==> src/rtl/program_loader.sv <==
`timescale 1ns/1ps
// program_loader: turns a length-prefixed byte stream into instruction memory writes.
// Each word is packed from three bytes as {b0[3:0], b1, b2}; the CPU is held until the load ends.
// Optional feature: define PROGRAM_LOADER_CHECKSUM_EN to require a trailing XOR checksum byte.
module program_loader #(
    parameter int unsigned INST_W     = 20,
    parameter int unsigned ADDR_W     = 16,
    parameter int unsigned IMEM_DEPTH = 256
) (
    input  logic              clk,
    input  logic              rst,
    input  logic              start,
    input  logic              in_valid,
    input  logic [7:0]        in_data,
    output logic              in_ready,
    output logic              imem_we,
    output logic [ADDR_W-1:0] imem_addr,
    output logic [INST_W-1:0] imem_wdata,
    output logic              cpu_hold,
    output logic              done,
    output logic              error,
    output logic [ADDR_W-1:0] loaded_count
);

    localparam int unsigned CNT_W = 16;

    typedef enum logic [3:0] {
        S_CNT_HI,
        S_CNT_LO,
        S_B0,
        S_B1,
        S_B2,
        S_WRITE,
        S_DONE,
        S_ERR
`ifdef PROGRAM_LOADER_CHECKSUM_EN
        , S_CHK
`endif
    } state_t;

`ifdef PROGRAM_LOADER_CHECKSUM_EN
    localparam state_t S_POST_LOAD = S_CHK;
`else
    localparam state_t S_POST_LOAD = S_DONE;
`endif

    state_t             state_q;
    state_t             state_d;
    logic [CNT_W-1:0]   n_q;
    logic [3:0]         b0_q;
    logic [7:0]         b1_q;
    logic [ADDR_W-1:0]  index_q;
    logic [CNT_W-1:0]   n_cand;
    logic               fire;
    logic               restart;
    logic               last_word;
    logic               in_ready_d;
    logic               imem_we_d;
    logic               cpu_hold_d;
    logic               done_d;
    logic               error_d;
`ifdef PROGRAM_LOADER_CHECKSUM_EN
    logic [7:0]         csum_q;
`endif

    assign fire         = in_valid && in_ready;
    assign restart      = start && ((state_q == S_DONE) || (state_q == S_ERR));
    assign n_cand       = {n_q[15:8], in_data};
    assign last_word    = ((32'(index_q) + 32'd1) == 32'(n_q));
    assign loaded_count = index_q;

    // State register.
    always_ff @(posedge clk) begin
        if (rst) begin
            state_q <= S_CNT_HI;
        end else begin
            state_q <= state_d;
        end
    end

    // Next-state logic: advances only on an accepted byte, except the single write cycle.
    always_comb begin
        state_d = state_q;
        case (state_q)
            S_CNT_HI: if (fire) state_d = S_CNT_LO;
            S_CNT_LO: begin
                if (fire) begin
                    if (n_cand == '0)                       state_d = S_POST_LOAD;
                    else if (32'(n_cand) > IMEM_DEPTH)      state_d = S_ERR;
                    else                                    state_d = S_B0;
                end
            end
            S_B0: begin
                if (fire) begin
                    if (in_data[7:4] != 4'd0) state_d = S_ERR;
                    else                      state_d = S_B1;
                end
            end
            S_B1:    if (fire) state_d = S_B2;
            S_B2:    if (fire) state_d = S_WRITE;
            S_WRITE: state_d = last_word ? S_POST_LOAD : S_B0;
`ifdef PROGRAM_LOADER_CHECKSUM_EN
            S_CHK: begin
                if (fire) state_d = (in_data == csum_q) ? S_DONE : S_ERR;
            end
`endif
            S_DONE:  if (start) state_d = S_CNT_HI;
            S_ERR:   if (start) state_d = S_CNT_HI;
            default: state_d = S_CNT_HI;
        endcase
    end

    // Output decode from the upcoming state so every output lands in a register aligned with it.
    always_comb begin
        in_ready_d = 1'b0;
        imem_we_d  = 1'b0;
        cpu_hold_d = 1'b1;
        done_d     = 1'b0;
        error_d    = 1'b0;
        case (state_d)
            S_CNT_HI, S_CNT_LO, S_B0, S_B1, S_B2: in_ready_d = 1'b1;
`ifdef PROGRAM_LOADER_CHECKSUM_EN
            S_CHK:   in_ready_d = 1'b1;
`endif
            S_WRITE: imem_we_d = 1'b1;
            S_DONE: begin
                done_d     = 1'b1;
                cpu_hold_d = 1'b0;
            end
            S_ERR:   error_d = 1'b1;
            default: in_ready_d = 1'b0;
        endcase
    end

    // Registered outputs; address and data are captured together with the b2 byte.
    always_ff @(posedge clk) begin
        if (rst) begin
            in_ready   <= 1'b0;
            imem_we    <= 1'b0;
            imem_addr  <= '0;
            imem_wdata <= '0;
            cpu_hold   <= 1'b1;
            done       <= 1'b0;
            error      <= 1'b0;
        end else begin
            in_ready <= in_ready_d;
            imem_we  <= imem_we_d;
            cpu_hold <= cpu_hold_d;
            done     <= done_d;
            error    <= error_d;
            if (imem_we_d) begin
                imem_addr  <= index_q;
                imem_wdata <= INST_W'({b0_q, b1_q, in_data});
            end
        end
    end

    // Length, partial word and word index bookkeeping.
    always_ff @(posedge clk) begin
        if (rst || restart) begin
            n_q     <= '0;
            b0_q    <= '0;
            b1_q    <= '0;
            index_q <= '0;
        end else begin
            case (state_q)
                S_CNT_HI: if (fire) n_q[15:8] <= in_data;
                S_CNT_LO: if (fire) n_q[7:0]  <= in_data;
                S_B0:     if (fire) b0_q      <= in_data[3:0];
                S_B1:     if (fire) b1_q      <= in_data;
                S_WRITE:  index_q <= index_q + ADDR_W'(1);
                default:  index_q <= index_q;
            endcase
        end
    end

`ifdef PROGRAM_LOADER_CHECKSUM_EN
    // Running XOR of every payload byte, checked against the trailing byte.
    always_ff @(posedge clk) begin
        if (rst || restart) begin
            csum_q <= '0;
        end else if (fire && ((state_q == S_B0) || (state_q == S_B1) || (state_q == S_B2))) begin
            csum_q <= csum_q ^ in_data;
        end
    end
`endif

endmodule

==> config.mk <==
export PLATFORM = sky130hd
export DESIGN_NAME = program_loader
export DESIGN_NICKNAME = d
export VERILOG_FILES = /design/src/rtl/program_loader.sv
export SDC_FILE = /design/constraint.sdc
export NUM_CORES = 1
export LEC_CHECK = 0
export CAP_MARGIN = 20
export CORE_ASPECT_RATIO = 0.7
export CORE_UTILIZATION = 45
export DETAILED_ROUTE_END_ITERATION = 8
export GPL_TIMING_DRIVEN = 0
export PLACE_DENSITY = 0.68
export SYNTH_ARGS = -nofsm -noshare
export SYNTH_HDL_FRONTEND = slang
export SYNTH_SLANG_ARGS = --single-unit
==> constraint.sdc <==
create_clock -name clk -period 3.8 [get_ports clk]
set_input_delay 0.38 -clock clk [delete_from_list [all_inputs] [get_ports clk]]
set_output_delay 0.38 -clock clk [all_outputs]
set_load 0.05 [all_outputs]
==> metrics, run 1 <==
Mapped Nets 510; status finished, final reports clean; setup violators final 0; CORE AREA 9110 um2; initial drt markers approximately 370; Crit Path Max Fanout 10; worst-skew pair later-pin latency 340 ps; final setup TNS 0 ps; vias in the first global route between 3000 and 4000; Req. time, crit path about 4000 ps; Worst setup EP type flip-flop; # IOs 69; Post-DP HPWL around 8.6 mm; leak pwr ~0.0017 uW; Post-CTS Setup Inserts 0; synth unique cells just under 50; Cells after Synth a little under 500; Critical Path AT 3530 ps; RSZ-0062 raised after global routing no; htree depth 3; post-route ant nets 0; skew final between 5 and 6 ps; Post-synth EDFFs 0; worst hold start n_q[4]; post-synth top area cell dfxtp_1; worst reg-to-reg setup slack between 500 and 600 ps; Total Routing Usage GR 0.246; clk sinks 89; Die ar. between 9000 and 10000 um2; Reg-to-Reg Start loaded_count[0]; largest net degree at the start of global routing 14; ys async rst share 0; period utilization 0.857; DRC Markers 0; Reg2Reg Depth 11; R2R Path End imem_wdata[2]; num rows 29; Synth Flop Type dfxtp_1; register area share after synthesis 0.421; worst relative slew slack 0.413; Worst Hold Class reg -> reg; Post-CTS Resized 0; vias between 3000 and 4000; diode count 0; kind of critical path reg -> reg; CP Launch Type flip-flop; minimum clock period after layout roughly 3300 ps; Final #Nets roughly 600; layout cells sized above 1 0.0586; IO Port Bufs 67; crit path to imem_wdata[2]; Die Ht 83.2 um; top cells by area, synth dfxtp_1 (42%), a21oi_1 (7.6%), or3b_1 (7.4%); max-cap viol count 0; die span in x between 100 and 150 um; fmax between 300 and 400 MHz; GR Overflow Total 0; Max IR drop VDD roughly 0.21 mV; most common cell in the netlist dfxtp_1; wire per inst about 17 um; syn_area_per_cell ~8.5 um2; Vias/cell between 5 and 6; Power Dens Cells about 350 nW/um2; Fin. Hold Viols 0; Clk pin slew, worst setup/hold paths 60 ps; RePlAce Congestion approximately 0.95; total wire length approximately 12 mm; # hold bufs at CTS 0; synth cell count leaders dfxtp_1 (89), a21oi_1 (64), o21ai_0 (42), or3b_1 (36), nor2_1 (34); Seq cells post-synth 89; initial antenna violation count 0; Synth warnings 0; Slew Limit Fails 0; synth-to-layout area growth 26.3%; synthesized area 4230 um2; top cell type's share of synthesized area 0.421; initial core utilization 0.465; Slew @ Worst Pin 878 ps; clk buf depth 2; Num CTS Buffers 9; Design Power approximately 1900 uW; TritonCTS clock tree done; Worst Setup SP loaded_count[0]; global-route wire length before repair 18.9 mm; DR pass1 iterations 5; root buf cell clkbuf_16; fin util 0.587
[worst max-delay path: stages (launching register included)]
cell and delay, ps:
dfxtp_1 360, buf_2 250, nand4_1 240, nor4_1 630, xnor2_1 190, o22ai_1 110, nor3_1 260, a41oi_2 260
buf_6 210, buf_6 130, or3b_1 380, a21oi_1 140
[metrics by stage]
stage / hold WS, ps / instances / area, um2 / worst slack (ps)
floorplan: 448 / 497 / 4230 / 744
global placement: 464 / 688 / 5060 / 396
detailed placement: 467 / 688 / 5060 / 383
CTS: 476 / 704 / 5350 / 573
global route: 491 / 704 / 5350 / 293
finish: 474 / 704 / 5350 / 543
[routing by layer]
| layer | share of wire | vias up | global-route usage |
|---|---|---|---|
| met2 | 0.42 | 167 | 0.350 |
| li1 | - | 1919 | - |
| met3 | 0.072 | 20 | 0.0598 |
| met1 | 0.49 | 1874 | 0.363 |
| met5 | 0 | - | 0 |
| met4 | 0.014 | 0 | 0.0746 |
[cells by family after synthesis]
kind of cell / after synthesis / share of synthesized area
and+or+nand+nor: 178 / 0.243
AOI/OAI and AO/OA: 127 / 0.167
DFF: 89 / 0.421
buffers and inverters: 51 / 0.0567
xor gates and xnor gates: 35 / 0.0724
muxes: 15 / 0.0358
adders and majority gates: 1 / 0.00295
other: 1 / 0.000886
[how the worst min path moves through the flow]
stage | to | slack [ps] | cells past startpoint
after floorplan | n_q[0] | 450 | 2
after global placement | n_q[1] | 460 | 2
after detailed placement | imem_wdata[14] | 470 | 2
after CTS | imem_wdata[14] | 480 | 2
after global routing | n_q[4] | 490 | 2
final | n_q[4] | 470 | 2
[area by class of cell]
class,count,area (um2)
timing repair buffer,67,671
clock buffer,15,278
sequential,89,1780
buffer,47,225
inverter,4,15.0
tap,124,155
multi-input combinational,357,2210
clock inverter,1,8.76
fill,831,3760
[registers in the layout, summed over array words and instances, names as in the netlist]
register and cells:
imem_wdata 20, imem_addr 16, loaded_count 16, n_q 16, b1_q 8, b0_q 4
state_q 4, cpu_hold 1, done 1, error 1, imem_we 1, in_ready 1
[where the power goes]
part | total [uW] | internal [uW] | switching [uW]
registers | 942 | 938 | 4.24
clock network | 858 | 499 | 359
logic | 95.2 | 29.6 | 65.6
total | 1900 | 1470 | 429
[cell usage in the layout, fill, tap and decap left out, types with 4 or more instances in the layout]
cell	instances
dfxtp_1	89
clkdlybuf4s50_1	67
a21oi_1	64
o21ai_0	42
or3b_1	36
clkbuf_1	34
nor2_1	34
nand3_1	29
nand2_1	28
xnor2_1	23
mux2i_1	14
xor2_1	12
clkbuf_16	9
buf_2	8
nand4_1	8
nor3_1	8
nor4_1	6
or3_1	5
nand2b_1	4
inv_1	4
buf_6	4
(Power assumes the default switching activity.)
==> run 2: changes to the inputs <==
--- a/config.mk
+++ b/config.mk
@@ -7,10 +7,10 @@
 export LEC_CHECK = 0
 export CAP_MARGIN = 20
 export CORE_ASPECT_RATIO = 0.7
-export CORE_UTILIZATION = 45
+export CORE_UTILIZATION = 53
 export DETAILED_ROUTE_END_ITERATION = 8
 export GPL_TIMING_DRIVEN = 0
-export PLACE_DENSITY = 0.68
+export PLACE_DENSITY = 0.78
 export SYNTH_ARGS = -nofsm -noshare
 export SYNTH_HDL_FRONTEND = slang
 export SYNTH_SLANG_ARGS = --single-unit
==> run 2 against run 1 <==
Net effect: first-iteration DRC count is 8.7% higher; register-to-register slack gained 30 ps; critical path depth did not move; cell area is 0.21% lower; clock skew increased by 1.1 ps; critical endpoint is now imem_wdata[6]; largest power group unchanged.
==> metrics, run 2 (same netlist as run 1, synthesis figures left out) <==
Clk pin slew, worst setup/hold paths 60 ps; most frequent CP cell buf_6; Num CTS Buffers 9; number of fill cells ~630; # hold bufs at CTS 0; Slew Limit Fails 0; highest routed metal layer met4; CORE AREA between 7000 and 8000 um2; RSZ-0062 raised after global routing no; vias in the first global route ~3800; Post-CTS Resized 0; minimum clock period after layout 3230 ps; Req. time, crit path ~4100 ps; die span in x 109 um; crit path cell chain buf_2 > nand4_1 > nor4_1 > xnor2_1 > o22ai_1 > nor3_1 > a41oi_2 > buf_6 > buf_6 > or3b_1 > a21oi_1; largest net degree at the start of global routing 15; initial antenna violation count 0; # IOs 69; max-cap viol count 0; CP Launch Type flip-flop; Vias/cell around 6; Reg with most FFs imem_wdata; WL met2 5.42 mm; Worst Hold Class reg -> reg; Crit path largest cell delay approximately 610 ps; Slew @ Worst Pin just under 900 ps; clk buf depth 2; most frequent cells in the layout dfxtp_1 (89), clkdlybuf4s50_1 (67), a21oi_1 (64); DR pass1 iterations 5; TritonCTS clock tree done; initial core utilization 0.563; clk sinks 89; Fin. Hold Viols 0; final setup TNS 0 ps; GR Overflow Total 0; htree depth 3; Setup Slack @ Placement between 300 and 400 ps; RePlAce Congestion about 0.9; met3 routed WL ~990 um; Crit-path slowest cell nor4_1; worst-skew pair later-pin latency between 300 and 400 ps; Total Routing Usage GR 0.298; IO Port Bufs 67; root buf cell clkbuf_16; DRC Markers 0; layout cells sized above 1 0.0604; fmax approximately 310 MHz; Worst setup EP type flip-flop; Power Dens Cells between 300 and 400 nW/um2; Die Ht between 70 and 80 um; Post-DP HPWL ~8.5 mm; Design Power ~2000 uW; diode count 0; Die ar. about 8400 um2; wire per inst about 18 um; status finished, final reports clean; Worst Path Buf+Inv 3; period utilization 0.849; Final #Nets between 500 and 600; vias roughly 4000; worst relative slew slack 0.417; total wire length between 10 and 15 mm; Metal-1 WL 5.48 mm; Crit Path Max Fanout 10; fin util 0.710; Max IR drop VDD roughly 0.23 mV; global-route wire length before repair slightly below 20 mm; PnR worst setup slack between 500 and 600 ps; crit-path leading delay family simple AND/OR/NAND/NOR gates; initial drt markers roughly 400; WHS approximately 470 ps; synth-to-layout area growth 26.0%; post-route ant nets 0; Critical Path AT approximately 3500 ps; max reg flops 20; num rows 26; most common cell after layout, fill and taps aside dfxtp_1; skew final approximately 7.1 ps; Post-CTS Setup Inserts 0; setup violators final 0; kind of critical path reg -> reg; leak pwr about 0.0017 uW
==> run 2: changes by cell type in the layout (fill, tap and decap cells not counted) <==
cell / previous run / this run
clkinv_2: 0 / 2
bufinv_16: 0 / 2
clkbuf_8: 3 / 0
inv_6: 0 / 1
clkbuf_1: 34 / 32
clkinv_4: 1 / 0
==> run 2: worst paths after layout <==
path                                      start            end  slack [ps]  cells after the start
worst max-delay path            loaded_count[0]  imem_wdata[6]         570                     11
worst min-delay path                     n_q[4]         n_q[4]         470                      2
worst max register to register  loaded_count[0]  imem_wdata[6]         570                     11
worst min register to register           n_q[4]         n_q[4]         470                      2
==> run 2: per-stage QoR <==
step | cell area, um2 | std cells
after floorplan | 4230 | 497
after global placement | 5030 | 662
after detailed placement | 5030 | 662
after CTS | 5340 | 677
after global routing | 5340 | 677
final | 5340 | 677
==> run 2: report_power, final <==
| part | leakage (uW) | total (uW) | internal (uW) | switching, uW |
|---|---|---|---|---|
| combinational | 0.000865 | 97.0 | 29.6 | 67.3 |
| clock | 0.000153 | 925 | 573 | 353 |
| sequential | 0.000718 | 942 | 938 | 4.27 |
| total | 0.00174 | 1960 | 1540 | 424 |
==> run 2: worst reg2reg max path, cell delays in order, from the launching register on <==
cell and delay [ps]:
dfxtp_1 370, buf_2 250, nand4_1 240, nor4_1 620
xnor2_1 190, o22ai_1 100, nor3_1 260, a41oi_2 250
buf_6 210, buf_6 140, or3b_1 380, a21oi_1 150
==> run 2: final cells by class <==
class	instances	area (um2)	share of cell area
Clock inverter	5	78.8	0.0148
Sequential cell	89	1780	0.334
Inverter	4	15.0	0.00281
Multi-Input combinational cell	357	2210	0.415
Clock buffer	10	229	0.0429
Tap cell	98	123	0.0230
Buffer	47	225	0.0422
Timing Repair Buffer	67	671	0.126
==> run 2: metal layers <==
layer	vias to the layer above	global-route usage
met5	-	0
met4	0	0.0716
met3	20	0.0561
met2	194	0.454
met1	1944	0.431
li1	1921	-
